**src/rtl/stim_bus_arb.sv**
```systemverilog
// Round-robin arbiter that shares one stimulus bus between N_REQ requesters.
// Each granted word stays on the bus for HOLD sink-accepted beats.
module stim_bus_arb #(
  parameter int unsigned N_REQ = 4,
  parameter int unsigned DW    = 8,
  parameter int unsigned HOLD  = 2
) (
  input  logic                     clk,
  input  logic                     rst,
  input  logic [N_REQ-1:0]         req,
  input  logic [N_REQ*DW-1:0]      req_data,
  input  logic                     bus_rdy,
  output logic [N_REQ-1:0]         gnt,
  output logic [DW-1:0]            bus_a,
  output logic                     bus_vld,
  output logic [$clog2(N_REQ)-1:0] owner,
  output logic                     busy
);

  localparam int unsigned IW = $clog2(N_REQ);
  localparam int unsigned CW = 4;

  typedef enum logic {IDLE, DRIVE} state_t;

  state_t          state, state_nxt;
  logic [CW-1:0]   cnt, cnt_nxt;
  logic [IW-1:0]   last, last_nxt;
  logic [DW-1:0]   bus_a_nxt;
  logic [N_REQ-1:0] gnt_nxt;
  logic            bus_vld_nxt;
  logic [IW-1:0]   owner_nxt;
  logic            busy_nxt;

  logic [N_REQ-1:0] elig_c;
  logic             any_c;
  logic [IW-1:0]    win_c;
  logic             load_c;
  logic [DW-1:0]    words [N_REQ];

  for (genvar i = 0; i < int'(N_REQ); i++) begin : g_words
    assign words[i] = req_data[i*DW +: DW];
  end

  // A requester is never re-granted during its own grant cycle.
  assign elig_c = req & ~gnt;

  // Search downward so the offset closest to last+1 is assigned last and wins.
  always_comb begin
    any_c = 1'b0;
    win_c = '0;
    for (int k = int'(N_REQ); k >= 1; k--) begin
      if (elig_c[IW'((int'(last) + k) % int'(N_REQ))]) begin
        any_c = 1'b1;
        win_c = IW'((int'(last) + k) % int'(N_REQ));
      end
    end
  end

  always_ff @(posedge clk or posedge rst) begin
    if (rst) begin
      state   <= IDLE;
      cnt     <= '0;
      last    <= IW'(N_REQ - 1);
      bus_a   <= '0;
      gnt     <= '0;
      bus_vld <= 1'b0;
      owner   <= '0;
      busy    <= 1'b0;
    end else begin
      state   <= state_nxt;
      cnt     <= cnt_nxt;
      last    <= last_nxt;
      bus_a   <= bus_a_nxt;
      gnt     <= gnt_nxt;
      bus_vld <= bus_vld_nxt;
      owner   <= owner_nxt;
      busy    <= busy_nxt;
    end
  end

  always_comb begin
    state_nxt   = state;
    cnt_nxt     = cnt;
    last_nxt    = last;
    bus_a_nxt   = bus_a;
    gnt_nxt     = '0;
    bus_vld_nxt = bus_vld;
    owner_nxt   = owner;
    busy_nxt    = busy;
    load_c      = 1'b0;

    case (state)
      IDLE: begin
        if (any_c) load_c = 1'b1;
      end
      DRIVE: begin
        if (bus_rdy) begin
          if (cnt == CW'(1)) begin
            // Final beat: hand over without a bubble, or release the bus.
            if (any_c) begin
              load_c = 1'b1;
            end else begin
              state_nxt   = IDLE;
              cnt_nxt     = '0;
              bus_vld_nxt = 1'b0;
              busy_nxt    = 1'b0;
            end
          end else begin
            cnt_nxt = cnt - CW'(1);
          end
        end
      end
      default: state_nxt = IDLE;
    endcase

    if (load_c) begin
      state_nxt   = DRIVE;
      cnt_nxt     = CW'(HOLD);
      last_nxt    = win_c;
      owner_nxt   = win_c;
      bus_a_nxt   = words[win_c];
      gnt_nxt     = N_REQ'(1) << win_c;
      bus_vld_nxt = 1'b1;
      busy_nxt    = 1'b1;
    end
  end

endmodule
```
**config.mk**
```make
export PLATFORM = sky130hd
export DESIGN_NAME = stim_bus_arb
export DESIGN_NICKNAME = d
export VERILOG_FILES = /design/src/rtl/stim_bus_arb.sv
export SDC_FILE = /design/constraint.sdc
export NUM_CORES = 1
export LEC_CHECK = 0
export ABC_AREA = 1
export CAP_MARGIN = 0
export CORE_MARGIN = 2
export CORE_UTILIZATION = 45
export DETAILED_ROUTE_END_ITERATION = 7
export GPL_TIMING_DRIVEN = 0
export MAX_ROUTING_LAYER = met4
export PLACE_DENSITY = 0.8
export SYNTH_ARGS = -nofsm -noshare
export SYNTH_HDL_FRONTEND = slang
export SYNTH_SLANG_ARGS = --single-unit
```
**constraint.sdc**
```tcl
create_clock -name clk -period 2.74 [get_ports clk]
set_clock_uncertainty 0.15 [all_clocks]
set_input_delay 0.685 -clock clk [delete_from_list [all_inputs] [get_ports clk]]
set_output_delay 0.685 -clock clk [all_outputs]
set_load 0.01 [all_outputs]
```
# Word level (Yosys, flattened, before mapping)
# Cells that the tools add are included.
[word_totals]
ff_bits = 22
word_cells = 72
[classes]
n_eq_ne = 3
shift = 1
add_sub_neg = 5
bitwise = 4
order_cmp = 5
muxes = 42
n_reduce_logical = 5
[ops]
columns = ["operator", "count"]
rows = [
  ["1-bit two-way mux", 24],
  ["4-bit two-way mux", 6],
  ["8-bit binary-select mux with 2-bit select", 1],
  ["2-bit by 4-bit less-than comparator with 1-bit output, second input constant", 4],
  ["8-bit two-way mux", 2],
  ["1-bit binary-select mux with 2-bit select", 4],
  ["2-bit two-way mux", 4],
  ["2-bit nonzero test", 3],
  ["2-bit by 1-bit adder with 2-bit output, second input constant", 2],
  ["2-bit adder, second input constant", 2],
  ["4-bit AND", 1],
  ["4-bit by 1-bit equality test with 1-bit output, second input constant", 1],
  ["4-bit NOT", 1],
  ["4-bit AND reduction", 1],
  ["1-bit by 2-bit left shift with 4-bit output, first input constant", 1],
  ["4-bit by 1-bit subtractor with 4-bit output, second input constant", 1],
  ["3-bit greater-or-equal comparator, second input constant", 1],
  ["3-bit inequality test, second input constant", 1],
  ["2-bit NOT with 3-bit output", 1],
  ["3-bit AND reduction", 1],
  ["2-bit by 1-bit inequality test with 1-bit output, second input constant", 1],
  ["1-bit one-hot mux with 2 select lines", 1],
  ["1-bit NOT", 1],
]

# Logic depth before layout (Yosys ltp)
# Gate-level depths: netlist of run 1.
[logic_depth]
ltp_word = 15
depth_mapped = 17
ltp_nobuf = 15

# Worst setup path after synthesis of run 1
# Ideal clock, no wire load.
[synth_path]
path_kind = "reg-to-reg"
from = "reg last[0]"
to = "reg bus_a[0]"
n_path_buf = 2
path_slack_ns = 0.800
path_stages_with_launch = 16
period_less_slack_ns = 1.940
t_required_ns = 2.474
arrival_ns = 1.673
path_cell_list = "dfstp_2 > buf_6 > inv_6 > nand3_1 > nand2_1 > nor2_1 > nor2_2 > inv_1 > nand3_4 > buf_6 > nand3_1 > nand2_1 > nand2_1 > nand2_1 > nand2_1 > nand2_1"
[synth_via]
elab_chain_len = 12
word_cells_on_any_way = 32
classes_between = "add/sub: 4; mux: 27; bitwise: 1"
[synth_lines]
columns = ["item", "line", "text"]
rows = [
  ["start, declared", "27", "logic [IW-1:0] last, last_nxt;"],
  ["start signal, assigned", "63", "last <= IW'(N_REQ - 1);"],
  ["start signal, assigned", "72", "last <= last_nxt;"],
  ["2-bit by 1-bit adder with 2-bit output", "52, 54", ""],
  ["1-bit binary-select mux with 2-bit select", "52", "if (elig_c[IW'((int'(last) + k) % int'(N_REQ))]) begin"],
  ["1-bit two-way mux (implied by the code) (2 in series)", "52", ""],
  ["1-bit two-way mux or 2-bit two-way mux (tied branches) (4 in series)", "52", ""],
  ["1-bit two-way mux or 2-bit NOT with 3-bit output (tied branches)", "94, 100, 121", ""],
  ["1-bit two-way mux or 8-bit binary-select mux with 2-bit select (tied branches)", "98, 121", ""],
  ["1-bit two-way mux or 8-bit two-way mux (tied branches)", "97, 121", ""],
  ["1-bit one-hot mux with 2 select lines or 8-bit two-way mux (tied branches)", "92, 121", ""],
  ["end signal, assigned", "73", "bus_a <= bus_a_nxt;"],
  ["end, declared", "14", "output logic [DW-1:0] bus_a,"],
]
# Parallel ways exist; a longest one is shown, timed or not. The select of a mux whose other input is x is not followed.
# A chain may end at the register's enable or synchronous reset.

# Worst setup path in the final report of run 1
[layout_path]
from = "in req[0]"
to = "reg busy"
[layout_via]
elab_chain_len = 14
word_cells_on_any_way = 27
classes_between = "eq/ne: 1; mux: 21; bitwise: 1; reduce/logical: 4"
[layout_lines]
columns = ["item", "line", "text"]
rows = [
  ["start, declared", "10", "input logic [N_REQ-1:0] req,"],
  ["4-bit AND (*)", "45", "assign elig_c = req & ~gnt;"],
  ["1-bit binary-select mux with 2-bit select", "52", ""],
  ["1-bit two-way mux (implied by the code) (2 in series)", "52", ""],
  ["1-bit two-way mux (3 in series)", "52", ""],
  ["1-bit two-way mux (*)", "52", ""],
  ["1-bit two-way mux", "94, 100", ""],
  ["1-bit two-way mux", "98", "if (cnt == CW'(1)) begin"],
  ["1-bit two-way mux", "97", "if (bus_rdy) begin"],
  ["1-bit one-hot mux with 2 select lines", "92", "case (state)"],
  ["2-bit by 1-bit inequality test with 1-bit output (no source line) or 2-bit nonzero test (tied branches)", "n/a", ""],
  ["4-bit AND reduction (no source line)", "n/a", ""],
  ["end signal, assigned", "77", "busy <= busy_nxt;"],
  ["end, declared", "17", "output logic busy"],
]
# Mark *: on every way between the ends. The rest lies on a longest branch, timed or not. The select of a mux whose other input is x is not followed.

==> results of run 1 <==
## state kept, by name, summed over array words and instances (netlist names)
signal,flops
busy,1
state,1
gnt,4
owner,2
cnt,4
bus_a,8
last,2
## logic make-up after synthesis
kind of cell    count (synthesis)  share of synthesized area [%]
flops                          22                           34.6
simple gates                  155                           48.2
buf+inv                        31                           11.1
xor+xnor                        3                           2.11
fa+ha+maj                       2                           1.56
compound gates                  7                           2.42
## Yosys cell counts
cell / instances / area, um2
nand2_2: 3 / 18.8
inv_6: 1 / 8.76
nor2_2: 1 / 6.26
nand2_8: 1 / 20.0
xor2_1: 2 / 17.5
o21a_1: 1 / 7.51
xor2_2: 1 / 16.3
nor3_1: 1 / 5.00
or2_2: 1 / 6.26
dfrtp_1: 20 / 500
a31oi_1: 1 / 6.26
nand2_4: 3 / 33.8
nand3_1: 34 / 170
a21oi_1: 1 / 5.00
o21ai_1: 1 / 5.00
o21ai_0: 3 / 15.0
inv_1: 15 / 56.3
dfstp_2: 2 / 52.6
inv_2: 5 / 18.8
buf_6: 4 / 45.0
buf_4: 3 / 22.5
buf_8: 1 / 15.0
nand4_1: 2 / 12.5
nand2_1: 86 / 323
buf_2: 1 / 5.00
nor2_1: 11 / 41.3
ha_1: 2 / 25.0
nand3_2: 10 / 100
nand3_4: 2 / 35.0
inv_4: 1 / 6.26
## critical path, stage by stage
cell and delay, ns:
clkdlybuf4s50_1 0.48, nand3_1 0.08, nand2_1 0.14, nor2_1 0.06, nand2_1 0.10, inv_2 0.05, nor2_1 0.22, inv_1 0.16
a21oi_1 0.30, o21ai_0 0.14
## worst paths after layout
path | endpoint | slack [ns] | cells after the start
min reg2reg | bus_a[7] | 0.35 | 2
max reg2reg | busy | 0.49 | 10
min | bus_a[7] | 0.35 | 2
min in group asynchronous | bus_a[3] | 0.64 | 2
max | busy | 0.36 | 10
max in group asynchronous | owner[1] | 1.29 | 2
## cell type report
class	instances	share of cell area, %
Sequential cell	22	24.6
Clock buffer	3	1.00
Tap cell	46	2.56
Timing Repair Buffer	54	24.0
Inverter	22	4.00
Buffer	9	3.89
Multi-Input combinational cell	167	38.6
Clock inverter	1	1.33
## per-stage QoR
stage	total power [W]	std cells	utilization, %	cell area, um2
floorplan	0.00201	220	-	1600
global placement	0.00250	320	65.4	2200
detailed placement	0.00253	320	65.4	2200
CTS	0.00279	324	66.9	2250
global route	0.00306	324	66.9	2250
finish	0.00277	324	66.9	2250
## metal layers
| layer | vias to the layer above | part of all wire (%) | track usage (%) |
|---|---|---|---|
| li1 | 812 | - | - |
| met1 | 716 | 41 | 25.0 |
| met2 | 46 | 52 | 36.3 |
| met3 | 9 | 4.6 | 3.75 |
| met4 | 0 | 2.2 | 6.79 |
| met5 | - | 0 | - |
## power by group
part	leakage, nW	switching (W)	total [W]	internal [W]
Combinational	0.834	0.00116	0.00199	0.000829
Clock	0.0279	0.000102	0.000250	0.000148
Sequential	0.270	0.0000726	0.000531	0.000458
Total	1.13	0.00133	0.00277	0.00144
==> flow_summary.yaml, run 1 <==
synth:
  synth-seq-cells: 22
  seq_area_frac_synth_pct: 34.6
  synth_warnings: 0
  synth_cells: 220
  ys_types: 30
  synth_nets: 261
  syn_area_um2: 1600
  synth_area_per_cell_um2: 7.27
floorplan:
  die_w_um: 63.6
  die_area_um2: 4050
  io_pins: 55
  rows: 21
  start_util_pct: 47.6
  core_area_um2: 3360
  die_h_um: 63.6
power:
  leakage_nw: 1.13
  power_density_nw_per_um2: 1230
  ir_drop_mv: 0.545
global_routing:
  antenna_found_initial: 0
  grt_use_total_pct: 21.1
  first_global_vias: 1543
  grt_max_degree: 23
  grt_pass1_wl_mm: 6.64
  overflow: 0
clock_network:
  cts-root-buf: "clkbuf_4"
  htree_levels: 1
  cts_resized: 0
  cts_buffers: 3
  postCtsSetupBuffers: 0
  clkSlewWorstSetupHoldPaths_ns: 0.11
  cts.sinks: 22
  hold_buffers: 0
  cts_tree: "built"
  cts_max_path_buffers: 2
  clk_latency_ns: 0.32
place:
  dp_hpwl_mm: 3.02
  io_buffers: 54
  pre_cts_slack_ns: 0.0672
  place.gp.congestion: 0.833
detailed_routing:
  drtIter0Drc: 86
  vias_per_cell: 4.89
  dr.pass1.iters: 4
  vias: 1583
  postRouteAntennaNets: 0
  routed_wl_mm: 3.76
  wl_per_cell_um: 11.6
  drc: 0
job:
  maxCapViolations: 0
layout:
  mostFrequentLayoutCells: "nand2_1, clkdlybuf4s50_1, nand3_1"
  seq_area_um2: 553
  drive_above_1_share_pct: 15.8
  fill_cells: 315
  areaGrowthSynthToFinish_pct: 40.7
  final_common_cell: "nand2_1"
  fin_nets: 320
  diodes: 0
  multi_input_area_um2: 870
worst_setup_path:
  cp-start-kind: "input pin"
  worstSetupStartpoint: "req[0]"
  crit_arrival_ns: 2.43
  critPathCaptureType: "flop"
  critPathKind: "input pin to flop"
  r2r_start: "last[0]"
  critPathMaxFanout: 6
  crit_required_ns: 2.78
worst_hold_path:
  min_from: "bus_a[7]"
  worst_hold_path_type: "flop to flop"
sta:
  timing.fmax_ghz: 0.419
  worst_slack_ns: 0.356
  tightest_slew_ns: 0.794
  relSlewSlack_pct: 47.0
  rsz0062_at_grt: "false"
  tns_ns: 0
  whs_ns: 0.348
  period_share_pct: 87.0
  final_max_slew_viol_count: 0
  period_needed_ns: 2.38
  setup_viol: 0
  hold_viol: 0
status:
  status: "finished clean"
(Power assumes the default switching activity.)
==> run 2, diff against run 1 <==
--- a/config.mk
+++ b/config.mk
@@ -8,11 +8,11 @@
 export ABC_AREA = 1
 export CAP_MARGIN = 0
 export CORE_MARGIN = 2
-export CORE_UTILIZATION = 45
+export CORE_UTILIZATION = 35
 export DETAILED_ROUTE_END_ITERATION = 7
 export GPL_TIMING_DRIVEN = 0
+export HOLD_SLACK_MARGIN = 0.12
 export MAX_ROUTING_LAYER = met4
-export PLACE_DENSITY = 0.8
 export SYNTH_ARGS = -nofsm -noshare
 export SYNTH_HDL_FRONTEND = slang
 export SYNTH_SLANG_ARGS = --single-unit
==> run 2 against run 1 <==
Compared with the run above:
- flip-flop and latch count unchanged
- power decreased by 1.9%
- hold slack worse by 0.015 ns
- cell area unchanged
- final cell count up 1.9%
- largest cell class unchanged
- largest power group unchanged
==> flow_summary.yaml, run 2 (synthesized netlist as in run 1, its figures left out) <==
floorplan:
  die_area_um2: 5130
  die_h_um: 71.6
  rows: 24
  die_w_um: 71.6
  start_util_pct: 36.5
  core_area_um2: 4380
  io_pins: 55
sta:
  setup_viol: 0
  rsz0062_at_grt: "false"
  hold_viol: 0
  worst_slack_ns: 0.359
  period_needed_ns: 2.38
  period_share_pct: 86.9
  tightest_slew_ns: 0.815
  tns_ns: 0
  final_max_slew_viol_count: 0
  relSlewSlack_pct: 45.6
  timing.fmax_ghz: 0.420
place:
  dp_hpwl_mm: 2.99
  place.gp.congestion: 0.832
  io_buffers: 54
  pre_cts_slack_ns: 0.0556
  dp_cells: 326
global_routing:
  antenna_found_initial: 0
  grt_pass1_wl_mm: 6.66
  grt_max_degree: 23
  first_global_vias: 1541
  grt_use_total_pct: 16.7
  overflow: 0
layout:
  drive_above_1_share_pct: 15.5
  areaGrowthSynthToFinish_pct: 40.7
  largestRegisters: "bus_a x8, cnt x4, gnt x4"
  mostFrequentLayoutCells: "nand2_1, clkdlybuf4s50_1, nand3_1"
  fin_cells: 330
  fill_cells: 439
  diodes: 0
  largest_register_ffs: 8
  largest-register: "bus_a"
  fin_nets: 320
  final_common_cell: "nand2_1"
clock_network:
  postCtsSetupBuffers: 0
  htree_levels: 1
  cts_max_path_buffers: 2
  hold_buffers: 0
  clk_latency_ns: 0.26
  clkSlewWorstSetupHoldPaths_ns: 0.08
  cts_tree: "built"
  cts_buffers: 3
  cts-root-buf: "clkbuf_8"
  cts.sinks: 22
  cts_resized: 0
power:
  seq_power_share_pct: 19.4
  power_frac_clock_pct: 7.6
  switching_share_pct: 48.7
  ir_drop_mv: 0.567
  total_power_w: 0.00272
  combPwrFrac_pct: 73.0
  leakage_nw: 1.13
  internal_power_w: 0.00139
  power.switching_w: 0.00132
  power_density_nw_per_um2: 1210
detailed_routing:
  drc: 0
  drtIter0Drc: 58
  vias_per_cell: 4.70
  postRouteAntennaNets: 0
  wl_per_cell_um: 11.2
  vias: 1552
  routed_wl_mm: 3.70
  dr.pass1.iters: 4
worst_hold_path:
  min_from: "bus_a[1]"
  worst_hold_path_type: "flop to flop"
worst_setup_path:
  crit_arrival_ns: 2.37
  critPathKind: "input pin to flop"
  critPathMaxFanout: 6
  critPathCaptureType: "flop"
  crit_required_ns: 2.73
  cp-start-kind: "input pin"
  worstSetupStartpoint: "req[3]"
  r2r_start: "last[0]"
status:
  status: "finished clean"
job:
  maxCapViolations: 0
## run 2: routing by layer
layer	up-vias	global-route usage, %	part of all wire, %	routed length [um]
li1	811	-	-	-
met1	696	21.3	46	1690
met2	39	27.6	48	1790
met3	6	3.09	4.2	157
met4	0	3.98	1.7	63
met5	-	-	0	0
## run 2: layout make-up
class	instances	area [um2]	share of cell area [%]
flip-flops and latches	22	553	24.6
repair buffers	54	541	24.0
clock buffers	4	45.0	2.00
inverters	22	90.1	4.00
plain buffers	9	87.6	3.89
multi-input cells	167	870	38.6
well taps	52	65.1	2.89
## run 2: critical path, cell delays in order
cell and delay [ns]:
clkdlybuf4s50_1 0.49, nand3_1 0.10, nand2_1 0.10, nor2_1 0.07, nand2_1 0.11, inv_2 0.04, nor2_1 0.21, inv_1 0.17
a21oi_1 0.27, o21ai_0 0.12
## run 2: final timing paths
check	to	slack, ns	depth (start not counted)
setup reg to reg	bus_a[1]	0.59	15
hold reg to reg	bus_a[1]	0.33	2
min in group asynchronous	bus_a[7]	0.73	2
hold / removal	bus_a[1]	0.33	2
max in group asynchronous	gnt[0]	1.21	2
setup / recovery	busy	0.36	10
## run 2: through the flow
| stage | utilization [%] | instance area, um2 | hold slack [ns] |
|---|---|---|---|
| 2_1_floorplan | - | 1600 | 0.355 |
| 3_3_place_gp | 50.3 | 2210 | 0.315 |
| 3_5_place_dp | 50.3 | 2210 | 0.318 |
| 4_1_cts | 51.3 | 2250 | 0.339 |
| 5_1_grt | 51.3 | 2250 | 0.361 |
| 6_report | 51.3 | 2250 | 0.333 |
## run 2: power by group through the flow
stage	clock network, W	registers, W	logic, W
floorplan	0	0.000567	0.00145
global placement	0	0.000535	0.00200
detailed placement	0	0.000536	0.00201
CTS	0.000212	0.000530	0.00202
global route	0.000229	0.000546	0.00224
finish	0.000207	0.000527	0.00198
==> run 3, diff against run 2 <==
--- a/config.mk
+++ b/config.mk
@@ -12,7 +12,6 @@
 export DETAILED_ROUTE_END_ITERATION = 7
 export GPL_TIMING_DRIVEN = 0
 export HOLD_SLACK_MARGIN = 0.12
-export MAX_ROUTING_LAYER = met4
 export SYNTH_ARGS = -nofsm -noshare
 export SYNTH_HDL_FRONTEND = slang
 export SYNTH_SLANG_ARGS = --single-unit
==> run 3 against run 2 <==
Compared with the run above:
- flip-flop and latch count is the same
- clock power is essentially flat
- routed wire length grew 0.41%
- power grew 0.22%
- core utilization is the same
- largest power group unchanged
- highest routed layer unchanged
==> flow_summary.yaml, run 3 (synthesized netlist as in run 1, its figures left out) <==
layout:
  final_common_cell: "nand2_1"
  fill_cells: 439
  areaGrowthSynthToFinish_pct: 40.7
  mostFrequentLayoutCells: "nand2_1, clkdlybuf4s50_1, nand3_1"
  seq_area_um2: 553
  drive_above_1_share_pct: 15.5
  largest_register_ffs: 8
  fin_nets: 320
  largestRegisters: "bus_a x8, cnt x4, gnt x4"
  multi_input_area_um2: 870
  diodes: 0
  largest-register: "bus_a"
detailed_routing:
  wl_per_cell_um: 11.3
  routed_wl_mm: 3.71
  drtIter0Drc: 60
  dr.pass1.iters: 4
  vias: 1559
  postRouteAntennaNets: 0
  drc: 0
  vias_per_cell: 4.72
global_routing:
  overflow: 0
  first_global_vias: 1537
  antenna_found_initial: 0
  grt_max_degree: 23
  grt_use_total_pct: 16.3
  grt_pass1_wl_mm: 6.65
clock_network:
  cts-root-buf: "clkbuf_8"
  cts.sinks: 22
  cts_max_path_buffers: 2
  postCtsSetupBuffers: 0
  cts_tree: "built"
  clk_latency_ns: 0.26
  cts_buffers: 3
  htree_levels: 1
  clkSlewWorstSetupHoldPaths_ns: 0.08
  hold_buffers: 0
  cts_resized: 0
sta:
  relSlewSlack_pct: 45.7
  period_needed_ns: 2.38
  hold_viol: 0
  timing.fmax_ghz: 0.421
  tightest_slew_ns: 0.814
  tns_ns: 0
  setup_viol: 0
  final_max_slew_viol_count: 0
  rsz0062_at_grt: "false"
  period_share_pct: 86.8
  worst_slack_ns: 0.362
worst_setup_path:
  crit_arrival_ns: 2.37
  worstSetupStartpoint: "req[3]"
  crit_path_max_incr_delay_ns: 0.49
  crit_required_ns: 2.73
  r2r-end: "bus_a[1]"
  cp-start-kind: "input pin"
  critical_path.cell_chain: "clkdlybuf4s50_1, nand3_1, nand2_1, nor2_1, nand2_1, inv_2, nor2_1, inv_1, a21oi_1, o21ai_0"
  critPathKind: "input pin to flop"
  critPathMaxFanout: 6
  endpoint: "busy"
  critPathSlowestCell: "clkdlybuf4s50_1"
  r2r.worst_path.cells: 15
  critPathCaptureType: "flop"
  r2r_start: "last[0]"
  reg2reg_setup_slack_ns: 0.59
floorplan:
  die_h_um: 71.6
  start_util_pct: 36.5
  core_area_um2: 4380
  die_area_um2: 5130
  io_pins: 55
  die_w_um: 71.6
  rows: 24
power:
  leakage_nw: 1.13
  power_density_nw_per_um2: 1210
  ir_drop_mv: 0.573
worst_hold_path:
  worst_hold_path_type: "flop to flop"
job:
  maxCapViolations: 0
place:
  io_buffers: 54
  place.gp.congestion: 0.820
  pre_cts_slack_ns: 0.0556
  dp_hpwl_mm: 2.99
status:
  status: "finished clean"
## run 3: final cells by class
class,count,area share [%]
Buffer,9,3.89
Clock buffer,4,2.00
Inverter,22,4.00
Multi-Input combinational cell,167,38.6
Sequential cell,22,24.6
Tap cell,52,2.89
Timing Repair Buffer,54,24.0
## run 3: worst min-delay path by stage
stage / from / cells past startpoint / endpoint
after floorplan: cnt[2] / 2 / cnt[2]
after global placement: bus_a[1] / 2 / bus_a[1]
after detailed placement: bus_a[4] / 2 / bus_a[4]
after CTS: bus_a[4] / 2 / bus_a[4]
after global routing: bus_a[4] / 2 / bus_a[4]
final: bus_a[1] / 2 / bus_a[1]
## run 3: layer usage
metal | vias up | wire, um | GRT usage (%)
li1 | 810 | - | -
met1 | 702 | 1700 | 21.7
met2 | 41 | 1790 | 27.4
met3 | 6 | 165 | 3.09
met4 | 0 | 64 | 3.98
met5 | - | 0 | 0
## run 3: worst max-delay path: cells and delay by family
family	cells	cell delay, ns
AOI/OAI and AO/OA	2	0.39
and+or+nand+nor	5	0.59
buffers and inverters	3	0.70
## run 3: stage by stage
step                      utilization (%)  cells  instance area [um2]  power [W]  hold WS (ns)
after floorplan                         -    220                 1600    0.00201         0.355
after global placement               50.3    326                 2210    0.00253         0.315
after detailed placement             50.3    326                 2210    0.00255         0.318
after CTS                            51.3    330                 2250    0.00276         0.339
after global routing                 51.3    330                 2250    0.00302         0.361
final                                51.3    330                 2250    0.00272         0.333
## run 3: power by group
| group | total, W | switching, W | internal [W] |
|---|---|---|---|
| clock | 0.000208 | 0.000105 | 0.000104 |
| sequential | 0.000527 | 0.0000681 | 0.000459 |
| combinational | 0.00199 | 0.00116 | 0.000830 |
==> RTL change, RTL diff (config.mk and constraints of run 1) <==
The parameter `N_REQ` goes from 4 to 2.
--- a/src/rtl/stim_bus_arb.sv
+++ b/src/rtl/stim_bus_arb.sv
@@ -1,7 +1,7 @@
 // Round-robin arbiter that shares one stimulus bus between N_REQ requesters.
 // Each granted word stays on the bus for HOLD sink-accepted beats.
 module stim_bus_arb #(
-  parameter int unsigned N_REQ = 4,
+  parameter int unsigned N_REQ = 2,
   parameter int unsigned DW    = 8,
   parameter int unsigned HOLD  = 2
 ) (
Interface: changed (resized gnt, owner, req and req_data); port bits go from 55 to 34. The function was not compared with the original's and may differ.
==> RTL change against run 1 <==
- power shrank 57%
- cell area is 39% lower
- combinational power is 70% lower
- worst setup slack better by 210 ps
- synthesized area shrank 38%
- routed wire length shrank 45%
- sequential cell count fell by 4
==> RTL change: results (changes against run 1) <==
{| class="wikitable"
! Metric !! Value
|-
| Yosys synthesis warning count || 0 (unchanged)
|-
| Number of violations reported at the end of detailed-routing iteration 0 || 21 (-76%)
|-
| Average wire per standard cell || 10.77 um (-7.1%)
|-
| Average cell area after synthesis || 7.643 um^2 (+5.1%)
|-
| Least-Margin Pin Slew || 678.2 ps (-116.0 ps)
|-
| Count of distinct cell types in the synthesized netlist || 22 (-27%)
|-
| Post-cts resize count || 0 (unchanged)
|-
| Number of antenna repair diodes || 0 (unchanged)
|-
| Drt first pass iters || 4 (unchanged)
|-
| Most instantiated flip-flop cell in the synthesis netlist || dfrtp_1
|-
| Status || finished clean
|-
| Number of buffers added by the clock tree synthesis step || 3 (unchanged)
|-
| Slowest stage delay, CP || 530 ps (+50 ps)
|-
| Number of H-tree branching levels || 1 (unchanged)
|-
| Max stage delay cell, worst path || clkdlybuf4s50_1
|-
| Antenna violations before repair || 0 (unchanged)
|-
| Maximum fanout encountered on the critical timing path || 3 (-3)
|-
| Clock buffer depth || 2 (unchanged)
|-
| Max reg flops || 8 (unchanged)
|-
| Largest registers in the final layout || bus_a: 8 flops, cnt: 4 flops, gnt: 2 flops
|-
| Port buffer count || 32 (-41%)
|-
| Hold crit path type || register to register
|-
| Final cell count without fillers || 192 (-41%)
|-
| Share of flip-flops with an asynchronous set or reset || 1.000 (unchanged)
|-
| Leakage power || 0.7354 nW (-35%)
|-
| Largest net degree at the start of global routing || 19 (-17%)
|-
| Post-CTS setup-driven buffer insertion count || 0 (unchanged)
|-
| Sequential element share of the synthesized area || 0.4581 (+0.1125)
|-
| Syn_nets || 152 (-42%)
|-
| Data arrival at the endpoint of the critical path || 1330 ps (-1100 ps)
|-
| Cell chosen for the clock root || clkbuf_4
|-
| Share of final-layout standard cells stronger than drive strength 1 || 0.1455 (-0.01282)
|-
| Placer Congestion || 0.7292 (-12%)
|-
| Global-route usage over all layers || 0.1971 (-0.01397)
|-
| Top cells by area in the synthesized netlist || dfrtp_1 43%, nand2_1 26%, inv_1 4.9%, dfstp_2 2.7%, ha_1 2.5%
|-
| Top cell types by occurrence after synthesis || 67 x nand2_1, 17 x dfrtp_1, 13 x inv_1, 4 x nand2_2
|-
| Filler instances || 176 (-44%)
|-
| Post-DP HPWL || 1616 um (-46%)
|-
| Cell total after placement || 188 (-41%)
|-
| Via count of the first global-routing pass || 885 (-43%)
|-
| Int Pwr || 0.0007442 W (-48%)
|-
| VDD IR max || 0.0005893 V (+8.0%)
|-
| Clk Latency, worst-skew pair || 290 ps (-30 ps)
|-
| Vias post-DR || 881 (-44%)
|-
| First-pass GRT wire length || 3643 um (-45%)
|-
| Crit-path leading delay family || buffers and inverters
|-
| Register clock-pin slew on the reported worst setup and hold paths || 100 ps
|}
[RTL change: path summary, 6_finish.rpt]
check,from,endpoint,slack [ps],cells past startpoint
max,busy,busy,570,2
min,owner,owner,330,2
max reg2reg,cnt[1],bus_a[2],1230,8
min reg2reg,owner,owner,330,2
max in group asynchronous,rst,bus_a[1],1380,2
min in group asynchronous,rst,bus_a[7],630,2
[RTL change: stage by stage]
stage / setup WS (ps) / hold slack [ps] / cell area [um^2] / util / total power, W
2_1_floorplan: 1247 / 335.7 / 985.9 / - / 0.0007924
3_3_place_gp: 624.0 / 306.5 / 1340 / 0.6627 / 0.001022
3_5_place_dp: 586.2 / 313.3 / 1340 / 0.6627 / 0.001044
4_1_cts: 550.0 / 337.0 / 1376 / 0.6807 / 0.001215
5_1_grt: 522.5 / 366.0 / 1376 / 0.6807 / 0.001304
6_report: 570.4 / 333.0 / 1376 / 0.6807 / 0.001198
[RTL change: area by class of cell]
type	count	share of cell area
well taps	27	0.02455
plain buffers	2	0.01364
inverters	17	0.05364
repair buffers	32	0.2327
multi-input cells	92	0.3209
flip-flops and latches	18	0.3282
clock buffers	4	0.02636
[RTL change: worst reg2reg max path, cell delays in order (launching register included)]
cell and delay (ps):
dfrtp_1 370, inv_1 120, ha_1 190, nand2_2 110, nor2_2 150, nor2_4 60, buf_6 140, nand2_1 60
nand2_1 60
[RTL change: cell families (layout without fill, tap and decap cells)]
group	after synthesis	after routing	synth area share
simple gates	85	85	0.3845
buf+inv	19	55	0.09392
flops	18	18	0.4581
compound gates	5	5	0.03806
fa+ha+maj	2	2	0.02538
[RTL change: power groups by stage]
stage | combinational (W) | sequential (W) | clock (W)
2_1_floorplan | 0.000319 | 0.000473 | 0
3_3_place_gp | 0.000578 | 0.000444 | 0
3_5_place_dp | 0.000595 | 0.000448 | 0
4_1_cts | 0.000599 | 0.000445 | 0.000171
5_1_grt | 0.000664 | 0.000459 | 0.000181
6_report | 0.000590 | 0.000444 | 0.000164
[RTL change: routing by layer]
metal  track usage  routed length, um  vias up
met5             -                  0        -
met4       0.09910                 41        0
met3       0.04678                144        4
met2        0.3224                975       30
met1        0.2280                907      388
li1              -                  -      459
